[config.mk]
export PLATFORM = sky130hd
export DESIGN_NAME = bsg_scatter_gather_stream
export DESIGN_NICKNAME = d
export VERILOG_FILES = /design/src/rtl/bsg_scatter_gather_stream.sv
export SDC_FILE = /design/constraint.sdc
export NUM_CORES = 1
export LEC_CHECK = 0
export ABC_AREA = 1
export BUFFER_PORTS_ARGS = -buffer_cell sky130_fd_sc_hd__clkbuf_2
export CORE_UTILIZATION = 56
export CTS_BUF_LIST = sky130_fd_sc_hd__clkbuf_8
export DETAILED_ROUTE_END_ITERATION = 10
export PLACE_DENSITY = 0.89
export SKIP_LAST_GASP = 1
export SLEW_MARGIN = 5
export SYNTH_ARGS = -nofsm -noshare
export SYNTH_HDL_FRONTEND = slang
export SYNTH_SLANG_ARGS = --single-unit
[constraint.sdc]
create_clock -name clk_i -period 1.7 [get_ports clk_i]
set_clock_uncertainty 0.2 [all_clocks]
set_input_delay 0.085 -clock clk_i [delete_from_list [all_inputs] [get_ports clk_i]]
set_output_delay 0.085 -clock clk_i [all_outputs]
set_load 0.02 [all_outputs]
[src/rtl/bsg_scatter_gather_stream.sv]
// bsg_scatter_gather_stream: single-stage registered gather/scatter lane permuter with
// forward/backward index maps and a valid/yumi output handshake.
module bsg_scatter_gather_stream #(
  parameter int els_p = 4,
  parameter int width_p = 8,
  localparam int lg_els = $clog2(els_p),
  localparam int cnt_w = $clog2(els_p + 1)
) (
  input  logic                      clk_i,
  input  logic                      reset_i,
  input  logic                      v_i,
  output logic                      ready_o,
  input  logic                      mode_i,
  input  logic [els_p-1:0]          mask_i,
  input  logic [els_p*width_p-1:0]  data_i,
  output logic                      v_o,
  input  logic                      yumi_i,
  output logic [els_p*width_p-1:0]  data_o,
  output logic [els_p-1:0]          mask_o,
  output logic [cnt_w-1:0]          count_o,
  output logic [els_p*lg_els-1:0]   fwd_o,
  output logic [els_p*lg_els-1:0]   bk_o
);
  logic [width_p-1:0]       w_lane [els_p];
  logic [cnt_w-1:0]         w_pre [els_p];
  logic [cnt_w-1:0]         w_count;
  logic [els_p*lg_els-1:0]  w_fwd;
  logic [els_p*lg_els-1:0]  w_bk;
  logic [els_p*width_p-1:0] w_data;
  logic [els_p-1:0]         w_mask;
  logic                     w_acc;
  logic                     r_v;
  logic [els_p*width_p-1:0] r_data;
  logic [els_p-1:0]         r_mask;
  logic [cnt_w-1:0]         r_count;
  logic [els_p*lg_els-1:0]  r_fwd;
  logic [els_p*lg_els-1:0]  r_bk;
  // w_pre[i] is the number of set mask bits strictly below lane i; it drives both maps.
  always_comb begin
    w_count = '0;
    for (int i = 0; i < els_p; i++) begin
      w_lane[i] = data_i[i*width_p +: width_p];
      w_pre[i]  = w_count;
      w_count   = w_count + cnt_w'(mask_i[i]);
    end
    w_fwd  = '0;
    w_bk   = '0;
    w_data = '0;
    w_mask = '0;
    for (int k = 0; k < els_p; k++) begin
      for (int i = 0; i < els_p; i++)
        if (mask_i[i] && w_pre[i] == cnt_w'(k)) w_fwd[k*lg_els +: lg_els] = lg_els'(i);
      w_bk[k*lg_els +: lg_els] = mask_i[k] ? lg_els'(w_pre[k]) : '0;
      w_mask[k] = mode_i ? mask_i[k] : (cnt_w'(k) < w_count);
      w_data[k*width_p +: width_p] = mode_i
        ? (mask_i[k] ? w_lane[lg_els'(w_pre[k])] : '0)
        : ((cnt_w'(k) < w_count) ? w_lane[w_fwd[k*lg_els +: lg_els]] : '0);
    end
  end
  assign ready_o = ~r_v | yumi_i;
  assign w_acc   = v_i & ready_o;
  always_ff @(posedge clk_i or posedge reset_i) begin
    if (reset_i) begin
      r_v     <= 1'b0;
      r_data  <= '0;
      r_mask  <= '0;
      r_count <= '0;
      r_fwd   <= '0;
      r_bk    <= '0;
    end else begin
      r_v <= w_acc | (r_v & ~yumi_i);
      if (w_acc) begin
        r_data  <= w_data;
        r_mask  <= w_mask;
        r_count <= w_count;
        r_fwd   <= w_fwd;
        r_bk    <= w_bk;
      end
    end
  end
  assign v_o     = r_v;
  assign data_o  = r_data;
  assign mask_o  = r_mask;
  assign count_o = r_count;
  assign fwd_o   = r_fwd;
  assign bk_o    = r_bk;
endmodule
==> impl_table.tex, run 1 <==
\begin{tabular}{lr}
\hline
Metric & Value \\
\hline
\multicolumn{2}{l}{\textbf{Critical path}} \\
Worst setup EP type & register \\
Largest stage delay on the critical path & 0.62 ns \\
CP startpoint kind & input port \\
Ordered list of cells on the worst path & buf\_8 -> clkinv\_8 -> fa\_2 -> inv\_2 -> ha\_4 -> fa\_2 -> nor2\_4 -> nor2\_4 -> o21ai\_1 -> inv\_1 -> nand2\_1 -> a21oi\_2 \\
Worst Path Required & 1.75 ns \\
Worst path arrival time & 2.36 ns \\
Largest fanout of any net on the critical path & 5 \\
Crit path max-delay cell type & sky130\_fd\_sc\_hd\_\_fa\_2 \\
Type of the setup path with the least slack & input port to register \\
\multicolumn{2}{l}{\textbf{STA}} \\
Final period util & 135.6\% \\
Minimum setup slack in the final design & -0.6058 ns \\
Number of max-slew violations in the final report & 0 \\
Timing-limited maximum frequency & 0.4337 GHz \\
Time the worst path needs with I/O delays and setup & 2.306 ns \\
Number of endpoints failing setup at the final stage & 40 \\
Setup repair after global routing missed its margin & yes \\
Final Hold Violating Endpoints & 0 \\
Worst hold slack after final layout & 0.01053 ns \\
\multicolumn{2}{l}{\textbf{Global route}} \\
Number of global-route vias before repair & 4949 \\
Largest net degree at the start of global routing & 54 \\
Overflow left after global routing & 0 \\
Global-route wire length before repair & about 25000 um \\
Antenna violations before repair & 0 \\
Global Route Usage Sum & 44.99\% \\
\multicolumn{2}{l}{\textbf{Logic synthesis}} \\
Share of async-settable or async-resettable flops after synthesis & 100.0\% \\
Leading post-synthesis cells by instance count & sky130\_fd\_sc\_hd\_\_nand2\_1 (189), sky130\_fd\_sc\_hd\_\_o21ai\_0 (70), sky130\_fd\_sc\_hd\_\_a21oi\_1 (62), sky130\_fd\_sc\_hd\_\_nor2\_1 (56), sky130\_fd\_sc\_hd\_\_inv\_1 (55) \\
Post-synth EDFFs & 0 \\
Portion of netlist area occupied by mux cells & 0\% \\
Share of Yosys cell area claimed by the top area cell type & 33.66\% \\
Top area cells in the synthesized netlist & sky130\_fd\_sc\_hd\_\_dfrtp\_1 (34\%), sky130\_fd\_sc\_hd\_\_nand2\_1 (18\%), sky130\_fd\_sc\_hd\_\_o21ai\_0 (8.9\%), sky130\_fd\_sc\_hd\_\_a21oi\_1 (7.9\%), sky130\_fd\_sc\_hd\_\_nand3\_1 (5.8\%) \\
Leading cell type by number of instances after synthesis & sky130\_fd\_sc\_hd\_\_nand2\_1 \\
Yosys synthesis warning count & 0 \\
Post-synthesis xor/xnor area fraction & 0\% \\
Part of the Yosys area used for sequential elements & 33.66\% \\
Share of synthesized cell area in full adder, half adder and majority cells & roughly 3.2\% \\
Summed instance area of the synthesized netlist & a little under 4000 sq um \\
Simple-gate share of the synthesized area & 31.69\% \\
Dominant combinational cell family by area after synthesis & simple AND/OR/NAND/NOR gates \\
Leading register cell type out of synthesis & sky130\_fd\_sc\_hd\_\_dfrtp\_1 \\
Area fraction in compound gates after synthesis & 21.75\% \\
Mean instance size in the synthesized netlist & roughly 6.4 sq um \\
Post-synthesis instance total & slightly above 600 \\
Post-synth top area cell & sky130\_fd\_sc\_hd\_\_dfrtp\_1 \\
Count of unique library cells instantiated by Yosys & 26 \\
\#FFs+latches synth & 53 \\
\multicolumn{2}{l}{\textbf{Placement}} \\
Dpl cells & 849 \\
Final GP Congestion & 1.110 \\
Placement Cell Area & 5057 sq um \\
Number of port buffers & 94 \\
DPL Wire Length & 10870 um \\
\multicolumn{2}{l}{\textbf{Layout}} \\
Utilization after layout & slightly below 90\% \\
Non-Filler Instances & 897 \\
Total Nets Final & 850 \\
Layout area overhead & 50.05\% \\
Fraction of final layout cells sized beyond drive strength 1 & 32.83\% \\
Diode count & 0 \\
Area of all placed cells without fillers & 5912 sq um \\
\multicolumn{2}{l}{\textbf{Power and ir drop}} \\
Ratio of total power to cell area & 787.7 nW/um\^{}2 \\
Static leakage & approximately 3 nW \\
Worst VDD drop & 0.0006182 V \\
Power, Total & 4.657 mW \\
\multicolumn{2}{l}{\textbf{CTS}} \\
Root buffer cell & sky130\_fd\_sc\_hd\_\_clkbuf\_8 \\
Cts bufs inserted & 5 \\
Clock buffer depth & 2 \\
Source-to-sink clock delay at the later pin of the worst-skew pair & 0.34 ns \\
CTS sink count & 53 \\
Clock tree from TritonCTS & done \\
H-tree levels & 2 \\
CTS clock-pin slew for the worst setup and hold paths & 0.10 ns \\
\multicolumn{2}{l}{\textbf{Routing}} \\
Average detailed-routed wire length per instance & 19.79 um \\
Violation count after the first detailed-routing iteration & a little over 900 \\
Remaining DRCs & 0 \\
Mean number of vias per cell & 6.178 \\
Drt first pass iters & 6 \\
Detailed Route WL & 17750 um \\
Antenna violation net count after detailed routing & 0 \\
Total via count in the routed design & 5542 \\
\multicolumn{2}{l}{\textbf{Hold path}} \\
Worst min path class & input port to register \\
\multicolumn{2}{l}{\textbf{Die}} \\
Number of placement rows & 30 \\
Horizontal extent of the die & 85.88 um \\
Io pins & 98 \\
Overall die area & 7375 sq um \\
Core Box Area & 6794 sq um \\
Initial core utilization & between 50\% and 60\% \\
Chip Height & 85.88 um \\
\multicolumn{2}{l}{\textbf{Run status}} \\
Result of the run & finished, violations left \\
Violations in the final reports & setup timing \\
\multicolumn{2}{l}{\textbf{Flow run}} \\
Max-capacitance violation count & 0 \\
\hline
\end{tabular}
-- where the power goes --
group | total [mW] | internal (mW) | switching, mW
clock network | 0.797 | 0.299 | 0.498
registers | 1.60 | 1.46 | 0.143
logic | 2.26 | 0.859 | 1.40
-- path summary, 6_finish.rpt --
kind | startpoint | end | slack, ns | cells past startpoint
worst max-delay path | mask_i[0] | data_o[13] | -0.61 | 12
worst min-delay path | data_i[14] | data_o[14] | 0.01 | 5
worst max register to register | v_o | data_o[8] | 0.05 | 7
worst min register to register | mask_o[1] | mask_o[1] | 0.30 | 2
max in group asynchronous | reset_i | data_o[26] | 0.88 | 4
min in group asynchronous | reset_i | data_o[1] | 0.16 | 4
-- placed cells by master, fill, tap and decap left out, types with 3 or more instances in the layout --
| cell type | count |
|---|---|
| sky130_fd_sc_hd__nand2_1 | 186 |
| sky130_fd_sc_hd__clkbuf_2 | 91 |
| sky130_fd_sc_hd__buf_4 | 61 |
| sky130_fd_sc_hd__o21ai_0 | 53 |
| sky130_fd_sc_hd__dfrtp_1 | 53 |
| sky130_fd_sc_hd__nor2_1 | 50 |
| sky130_fd_sc_hd__inv_1 | 49 |
| sky130_fd_sc_hd__a21oi_1 | 45 |
| sky130_fd_sc_hd__nand3_1 | 33 |
| sky130_fd_sc_hd__dlygate4sd3_1 | 25 |
| sky130_fd_sc_hd__o211ai_1 | 15 |
| sky130_fd_sc_hd__a21oi_2 | 15 |
| sky130_fd_sc_hd__o21ai_1 | 12 |
| sky130_fd_sc_hd__nand3_2 | 10 |
| sky130_fd_sc_hd__buf_12 | 9 |
| sky130_fd_sc_hd__o21ai_2 | 8 |
| sky130_fd_sc_hd__buf_6 | 8 |
| sky130_fd_sc_hd__nand2_2 | 7 |
| sky130_fd_sc_hd__nor2_4 | 7 |
| sky130_fd_sc_hd__inv_2 | 5 |
| sky130_fd_sc_hd__nor2_2 | 5 |
| sky130_fd_sc_hd__clkbuf_8 | 5 |
| sky130_fd_sc_hd__a31oi_1 | 4 |
| sky130_fd_sc_hd__nand2_4 | 4 |
| sky130_fd_sc_hd__inv_4 | 4 |
| sky130_fd_sc_hd__ha_4 | 4 |
| sky130_fd_sc_hd__clkinv_1 | 3 |
| sky130_fd_sc_hd__a22oi_1 | 3 |
| sky130_fd_sc_hd__nand3_4 | 3 |
| sky130_fd_sc_hd__conb_1 | 3 |
| sky130_fd_sc_hd__buf_8 | 3 |
-- flip-flops by register name, summed over array words and instances (netlist names) --
register / cells
fwd_o: 8
data_o: 32
mask_o: 4
v_o: 1
bk_o: 5
count_o: 3
-- final cells by class --
class	count	area [sq um]
multi-input cells	480	2613
repair buffers	198	1504
flip-flops and latches	53	1326
fillers	402	882.1
inverters	62	255.2
well taps	96	120.1
clock buffers	5	68.82
clock inverters	3	25.02
-- layer usage --
metal  track usage, %  vias to the layer above  share of wire (%)
li1                 -                     2376                  -
met1            55.35                     2484                 34
met2            74.46                      529                 45
met3            8.855                      153                 13
met4            24.09                        0                6.9
met5                0                        -                  0
-- per-stage QoR --
| stage | setup TNS, ns | worst slack [ns] |
|---|---|---|
| finish | -16.99 | -0.6058 |
| global route | -17.87 | -0.6129 |
| CTS | -15.26 | -0.5223 |
| detailed placement | -34.27 | -0.9724 |
| global placement | -30.33 | -0.8590 |
| floorplan | -23.81 | -0.7186 |
-- critical path: cells and delay by family --
family / cells / cell delay [ns]
adders and majority gates: 3 / 1.34
buffers and inverters: 4 / 0.25
and+or+nand+nor: 3 / 0.40
AOI/OAI and AO/OA: 2 / 0.26
-- cell families after synthesis --
family | Yosys count
compound gates | 160
flops | 53
simple gates | 306
buf+inv | 91
fa+ha+maj | 9
other cells | 1
-- what timing repair did --
action,CTS,global route
setup endpoints to repair,45,46
buffers inserted,6,8
hold buffers,25,0
hold endpoints to repair,68,0
pin swaps,16,20
cloned,2,1
gates resized for setup,37,52
No activity file was read; power rests on OpenSTA's default activity.
==> inputs of run 2 (changes only) <==
--- a/config.mk
+++ b/config.mk
@@ -6,10 +6,11 @@
 export NUM_CORES = 1
 export LEC_CHECK = 0
 export ABC_AREA = 1
-export BUFFER_PORTS_ARGS = -buffer_cell sky130_fd_sc_hd__clkbuf_2
-export CORE_UTILIZATION = 56
+export CAP_MARGIN = 20
+export CORE_UTILIZATION = 67
 export CTS_BUF_LIST = sky130_fd_sc_hd__clkbuf_8
 export DETAILED_ROUTE_END_ITERATION = 10
+export DONT_BUFFER_PORTS = 1
 export PLACE_DENSITY = 0.89
 export SKIP_LAST_GASP = 1
 export SLEW_MARGIN = 5
==> run 2 against run 1 <==
The run now fails in global routing (5_1_grt). Area after synthesis did not move. Synthesized cell count did not move.
==> impl_table.tex, run 2 <==
\begin{tabular}{lr}
\hline
Metric & Value \\
\hline
\multicolumn{2}{l}{\textbf{Run status}} \\
Result of the run & aborted with a tool error \\
Last stage reached & global routing (5\_1\_grt) \\
Error Message & [ERROR GRT-0232] Routing congestion too high. Check the congestion heatmap in the GUI. \\
\multicolumn{2}{l}{\textbf{Logic synthesis}} \\
Share of Yosys cell area claimed by the top area cell type & 33.66\% \\
Post-synth EDFFs & 0 \\
\#FFs+latches synth & 53 \\
Post-synth top area cell & sky130\_fd\_sc\_hd\_\_dfrtp\_1 \\
Post-synthesis instance total & 620 \\
Top area cells in the synthesized netlist & sky130\_fd\_sc\_hd\_\_dfrtp\_1 (34\%), sky130\_fd\_sc\_hd\_\_nand2\_1 (18\%), sky130\_fd\_sc\_hd\_\_o21ai\_0 (8.9\%), sky130\_fd\_sc\_hd\_\_a21oi\_1 (7.9\%), sky130\_fd\_sc\_hd\_\_nand3\_1 (5.8\%) \\
Count of unique library cells instantiated by Yosys & 26 \\
Leading cell type by number of instances after synthesis & sky130\_fd\_sc\_hd\_\_nand2\_1 \\
Summed instance area of the synthesized netlist & between 3000 and 4000 sq um \\
Yosys synthesis warning count & 0 \\
Part of the Yosys area used for sequential elements & 33.66\% \\
Leading register cell type out of synthesis & sky130\_fd\_sc\_hd\_\_dfrtp\_1 \\
Mean instance size in the synthesized netlist & 6.355 sq um \\
Leading post-synthesis cells by instance count & sky130\_fd\_sc\_hd\_\_nand2\_1 (189), sky130\_fd\_sc\_hd\_\_o21ai\_0 (70), sky130\_fd\_sc\_hd\_\_a21oi\_1 (62), sky130\_fd\_sc\_hd\_\_nor2\_1 (56), sky130\_fd\_sc\_hd\_\_inv\_1 (55) \\
Share of async-settable or async-resettable flops after synthesis & 100.0\% \\
\multicolumn{2}{l}{\textbf{CTS}} \\
CTS sink count & 53 \\
Cts bufs inserted & 5 \\
Clock buffer depth & 2 \\
H-tree levels & 2 \\
Root buffer cell & sky130\_fd\_sc\_hd\_\_clkbuf\_8 \\
\multicolumn{2}{l}{\textbf{Die}} \\
Initial core utilization & $\sim$71\% \\
Number of placement rows & 27 \\
Chip Height & 78.69 um \\
Horizontal extent of the die & 78.69 um \\
Io pins & 98 \\
\multicolumn{2}{l}{\textbf{Placement}} \\
Pre-CTS setup slack & -0.8124 ns \\
Final GP Congestion & 1.003 \\
DPL Wire Length & around 10000 um \\
Placement Cell Area & 4457 sq um \\
Number of port buffers & 0 \\
\multicolumn{2}{l}{\textbf{STA}} \\
Worst endpoint after global-route timing repair & data\_o[19]\$\_DFFE\_PP0P\_/D \\
WEP type & sequential cell input \\
\multicolumn{2}{l}{\textbf{Global route}} \\
Largest net degree at the start of global routing & 54 \\
Overflow left after global routing & 62 \\
Global Route Usage Sum & 78.62\% \\
\hline
\end{tabular}
-- run 2: logic make-up after synthesis --
logic type                 share of synthesized area (%)
AOI/OAI and AO/OA                                  21.75
adders and majority gates                          3.239
buffers and inverters                              9.559
DFF                                                33.66
other                                            0.09518
and+or+nand+nor                                    31.69
-- run 2: metrics by stage --
stage / hold WS (ns) / instances / util, %
3_5_place_dp: -0.1893 / 721 / 79.96
4_1_cts: -0.2408 / 775 / 92.19
3_3_place_gp: -0.2002 / 721 / 79.96
2_1_floorplan: -0.01552 / 622 / -
-- run 2: what timing repair did --
action,4_1_cts
setup buffers,7
gates cloned,2
hold endpoints to repair,94
resized for setup,42
endpoints found under the setup margin,39
hold buffers,37
pin swaps,20
-- run 2: routing by layer --
layer	global-route usage (%)	GRT overflow
met5	22.73	0
met2	96.87	29
met4	84.07	32
met1	79.09	1
met3	57.21	0
==> inputs of run 3 (changes only) <==
--- a/config.mk
+++ b/config.mk
@@ -7,11 +7,10 @@
 export LEC_CHECK = 0
 export ABC_AREA = 1
 export CAP_MARGIN = 20
-export CORE_UTILIZATION = 67
-export CTS_BUF_LIST = sky130_fd_sc_hd__clkbuf_8
+export CORE_UTILIZATION = 40
 export DETAILED_ROUTE_END_ITERATION = 10
 export DONT_BUFFER_PORTS = 1
-export PLACE_DENSITY = 0.89
+export PLACE_DENSITY_LB_ADDON = 0.15
 export SKIP_LAST_GASP = 1
 export SLEW_MARGIN = 5
 export SYNTH_ARGS = -nofsm -noshare
==> run 3 against run 2 <==
The flow now finishes, with violations (hold timing, setup timing).
==> impl_table.tex, run 3 (same netlist as run 1, synthesis figures left out) <==
\begin{tabular}{lr}
\hline
Metric & Value \\
\hline
\multicolumn{2}{l}{\textbf{Layout}} \\
Fraction of final layout cells sized beyond drive strength 1 & 17.30\% \\
Area of all placed cells without fillers & 5200 sq um \\
Utilization after layout & between 50\% and 60\% \\
Commonest non-fill, non-tap cell in the layout & sky130\_fd\_sc\_hd\_\_nand2\_1 \\
Total Nets Final & between 700 and 800 \\
Number of flip-flops under the largest register name & 32 \\
Diode count & 0 \\
Commonest cells after routing, fill and taps aside & sky130\_fd\_sc\_hd\_\_nand2\_1 (186), sky130\_fd\_sc\_hd\_\_a21oi\_1 (57), sky130\_fd\_sc\_hd\_\_buf\_4 (56) \\
Layout area overhead & 31.98\% \\
Non-Filler Instances & 834 \\
\multicolumn{2}{l}{\textbf{Die}} \\
Chip Height & 101.2 um \\
Overall die area & 10250 sq um \\
Horizontal extent of the die & 101.2 um \\
Initial core utilization & 42.04\% \\
Core Box Area & roughly 9400 sq um \\
Io pins & 98 \\
Number of placement rows & 35 \\
\multicolumn{2}{l}{\textbf{Placement}} \\
Number of port buffers & 0 \\
DPL Wire Length & 11440 um \\
Pre-CTS setup slack & -0.7725 ns \\
Final GP Congestion & 0.9684 \\
Placement Cell Area & roughly 4500 sq um \\
Dpl cells & 777 \\
\multicolumn{2}{l}{\textbf{Critical path}} \\
Worst Path Required & around 1.8 ns \\
Register-to-register setup slack & roughly 0.10 ns \\
Depth of the most critical reg-to-reg path & 7 \\
RR Startpoint & v\_o \\
Crit path max-delay cell type & sky130\_fd\_sc\_hd\_\_fa\_2 \\
Largest fanout of any net on the critical path & 6 \\
Type of the setup path with the least slack & input port to register \\
Ordered list of cells on the worst path & inv\_8 -> fa\_2 -> inv\_2 -> ha\_4 -> fa\_2 -> a21oi\_4 -> nor2\_4 -> o21ai\_1 -> a21oi\_1 -> nor2\_1 -> nor2\_1 \\
Largest stage delay on the critical path & 0.59 ns \\
CP startpoint kind & input port \\
Worst path arrival time & 2.11 ns \\
Reg-to-Reg End & data\_o[7] \\
Worst setup EP type & register \\
\multicolumn{2}{l}{\textbf{Global route}} \\
Overflow left after global routing & 0 \\
GR met1 Demand/Resource & 43.73\% \\
Global routing usage on met3 & under 10\% \\
Largest net degree at the start of global routing & 54 \\
Global-route wire length before repair & 24840 um \\
Most congested layer reported by global routing & met2 \\
Antenna violations before repair & 0 \\
Met2 capacity usage during global routing & 52.17\% \\
Number of global-route vias before repair & 4375 \\
Global Route Usage Sum & about a third \\
\multicolumn{2}{l}{\textbf{CTS}} \\
Cts bufs inserted & 5 \\
CTS clock-pin slew for the worst setup and hold paths & 0.10 ns \\
Source-to-sink clock delay at the later pin of the worst-skew pair & 0.31 ns \\
Clock buffer depth & 2 \\
H-tree levels & 2 \\
Root buffer cell & sky130\_fd\_sc\_hd\_\_clkbuf\_8 \\
Quantity of hold-fixing buffers added after cts & 38 \\
Clock tree from TritonCTS & done \\
CTS sink count & 53 \\
\multicolumn{2}{l}{\textbf{Hold path}} \\
Hold EP & data\_o[16] \\
Worst min path class & input port to register \\
Hold Crit Start & mode\_i \\
Hold path cells & 3 \\
\multicolumn{2}{l}{\textbf{Routing}} \\
Mean number of vias per cell & 5.480 \\
Violation count after the first detailed-routing iteration & 347 \\
Antenna violation net count after detailed routing & 0 \\
Detailed Route WL & roughly 16000 um \\
Drt first pass iters & 5 \\
Total via count in the routed design & approximately 4600 \\
Average detailed-routed wire length per instance & 19.32 um \\
Remaining DRCs & 0 \\
\multicolumn{2}{l}{\textbf{STA}} \\
Number of endpoints failing setup at the final stage & 37 \\
Worst hold slack after final layout & -0.2388 ns \\
Time the worst path needs with I/O delays and setup & $\sim$2.1 ns \\
Number of max-slew violations in the final report & 0 \\
Setup repair after global routing missed its margin & yes \\
Final Hold Violating Endpoints & 36 \\
Timing-limited maximum frequency & 0.4861 GHz \\
Minimum setup slack in the final design & -0.3571 ns \\
Aggregate negative setup slack & -9.765 ns \\
Final period util & 121.0\% \\
\multicolumn{2}{l}{\textbf{Power and ir drop}} \\
Internal power & $\sim$2.3 mW \\
Switching share of total power & 42.35\% \\
Worst VDD drop & 0.0004200 V \\
Static leakage & 2.494 nW \\
Clock network power share & a little under a fifth \\
Ratio of total power to cell area & 782.8 nW/um\^{}2 \\
Switching pwr & around 1.7 mW \\
Portion of total power attributed to combinational logic & 36.1\% \\
Power, Total & approximately 4 mW \\
Sequential share of power & a little under half \\
\multicolumn{2}{l}{\textbf{Run status}} \\
Violations in the final reports & hold timing, setup timing \\
Result of the run & finished, violations left \\
\multicolumn{2}{l}{\textbf{Flow run}} \\
Max-capacitance violation count & 0 \\
\hline
\end{tabular}
## run 3: power groups by stage
stage / combinational, mW / clock [mW] / sequential (mW)
6_report: 1.47 / 0.748 / 1.85
5_1_grt: 1.62 / 0.805 / 1.88
4_1_cts: 1.42 / 0.783 / 1.86
3_5_place_dp: 1.23 / 0 / 1.88
3_3_place_gp: 1.21 / 0 / 1.88
2_1_floorplan: 0.820 / 0 / 1.84
## run 3: per-layer routing
layer,vias up,share of wire (%)
li1,2188,-
met1,2120,42
met2,230,46
met3,32,9.3
met4,0,2.6
met5,-,0
## run 3: final cells by class
type,instances,area [sq um]
Clock inverter,2,16.27
Tap cell,129,161.4
Multi-Input combinational cell,479,2409
Fill cell,983,4172
Sequential cell,53,1326
Timing Repair Buffer,104,965.9
Clock buffer,5,68.82
Inverter,62,252.7
## run 3: worst max-delay path, delay by kind of cell
family | cells | cell delay [ns]
compound gates | 3 | 0.30
fa+ha+maj | 3 | 1.32
buf+inv | 2 | 0.06
simple gates | 3 | 0.35
## run 3: how the worst max path moves through the flow
stage | start | cells after the start | end
3_3_place_gp | mask_i[2] | 11 | data_o[23]
4_1_cts | mask_i[2] | 11 | data_o[14]
2_1_floorplan | mask_i[0] | 12 | data_o[17]
6_report | mask_i[2] | 11 | data_o[20]
5_1_grt | mask_i[2] | 11 | data_o[14]
3_5_place_dp | mask_i[2] | 11 | data_o[23]
## run 3: timing repair
item,CTS,global route
endpoints found under the setup margin,37,44
hold endpoints to repair,94,33
gates resized for setup,22,13
pin swaps,9,7
cloned,1,0
setup buffers,7,4
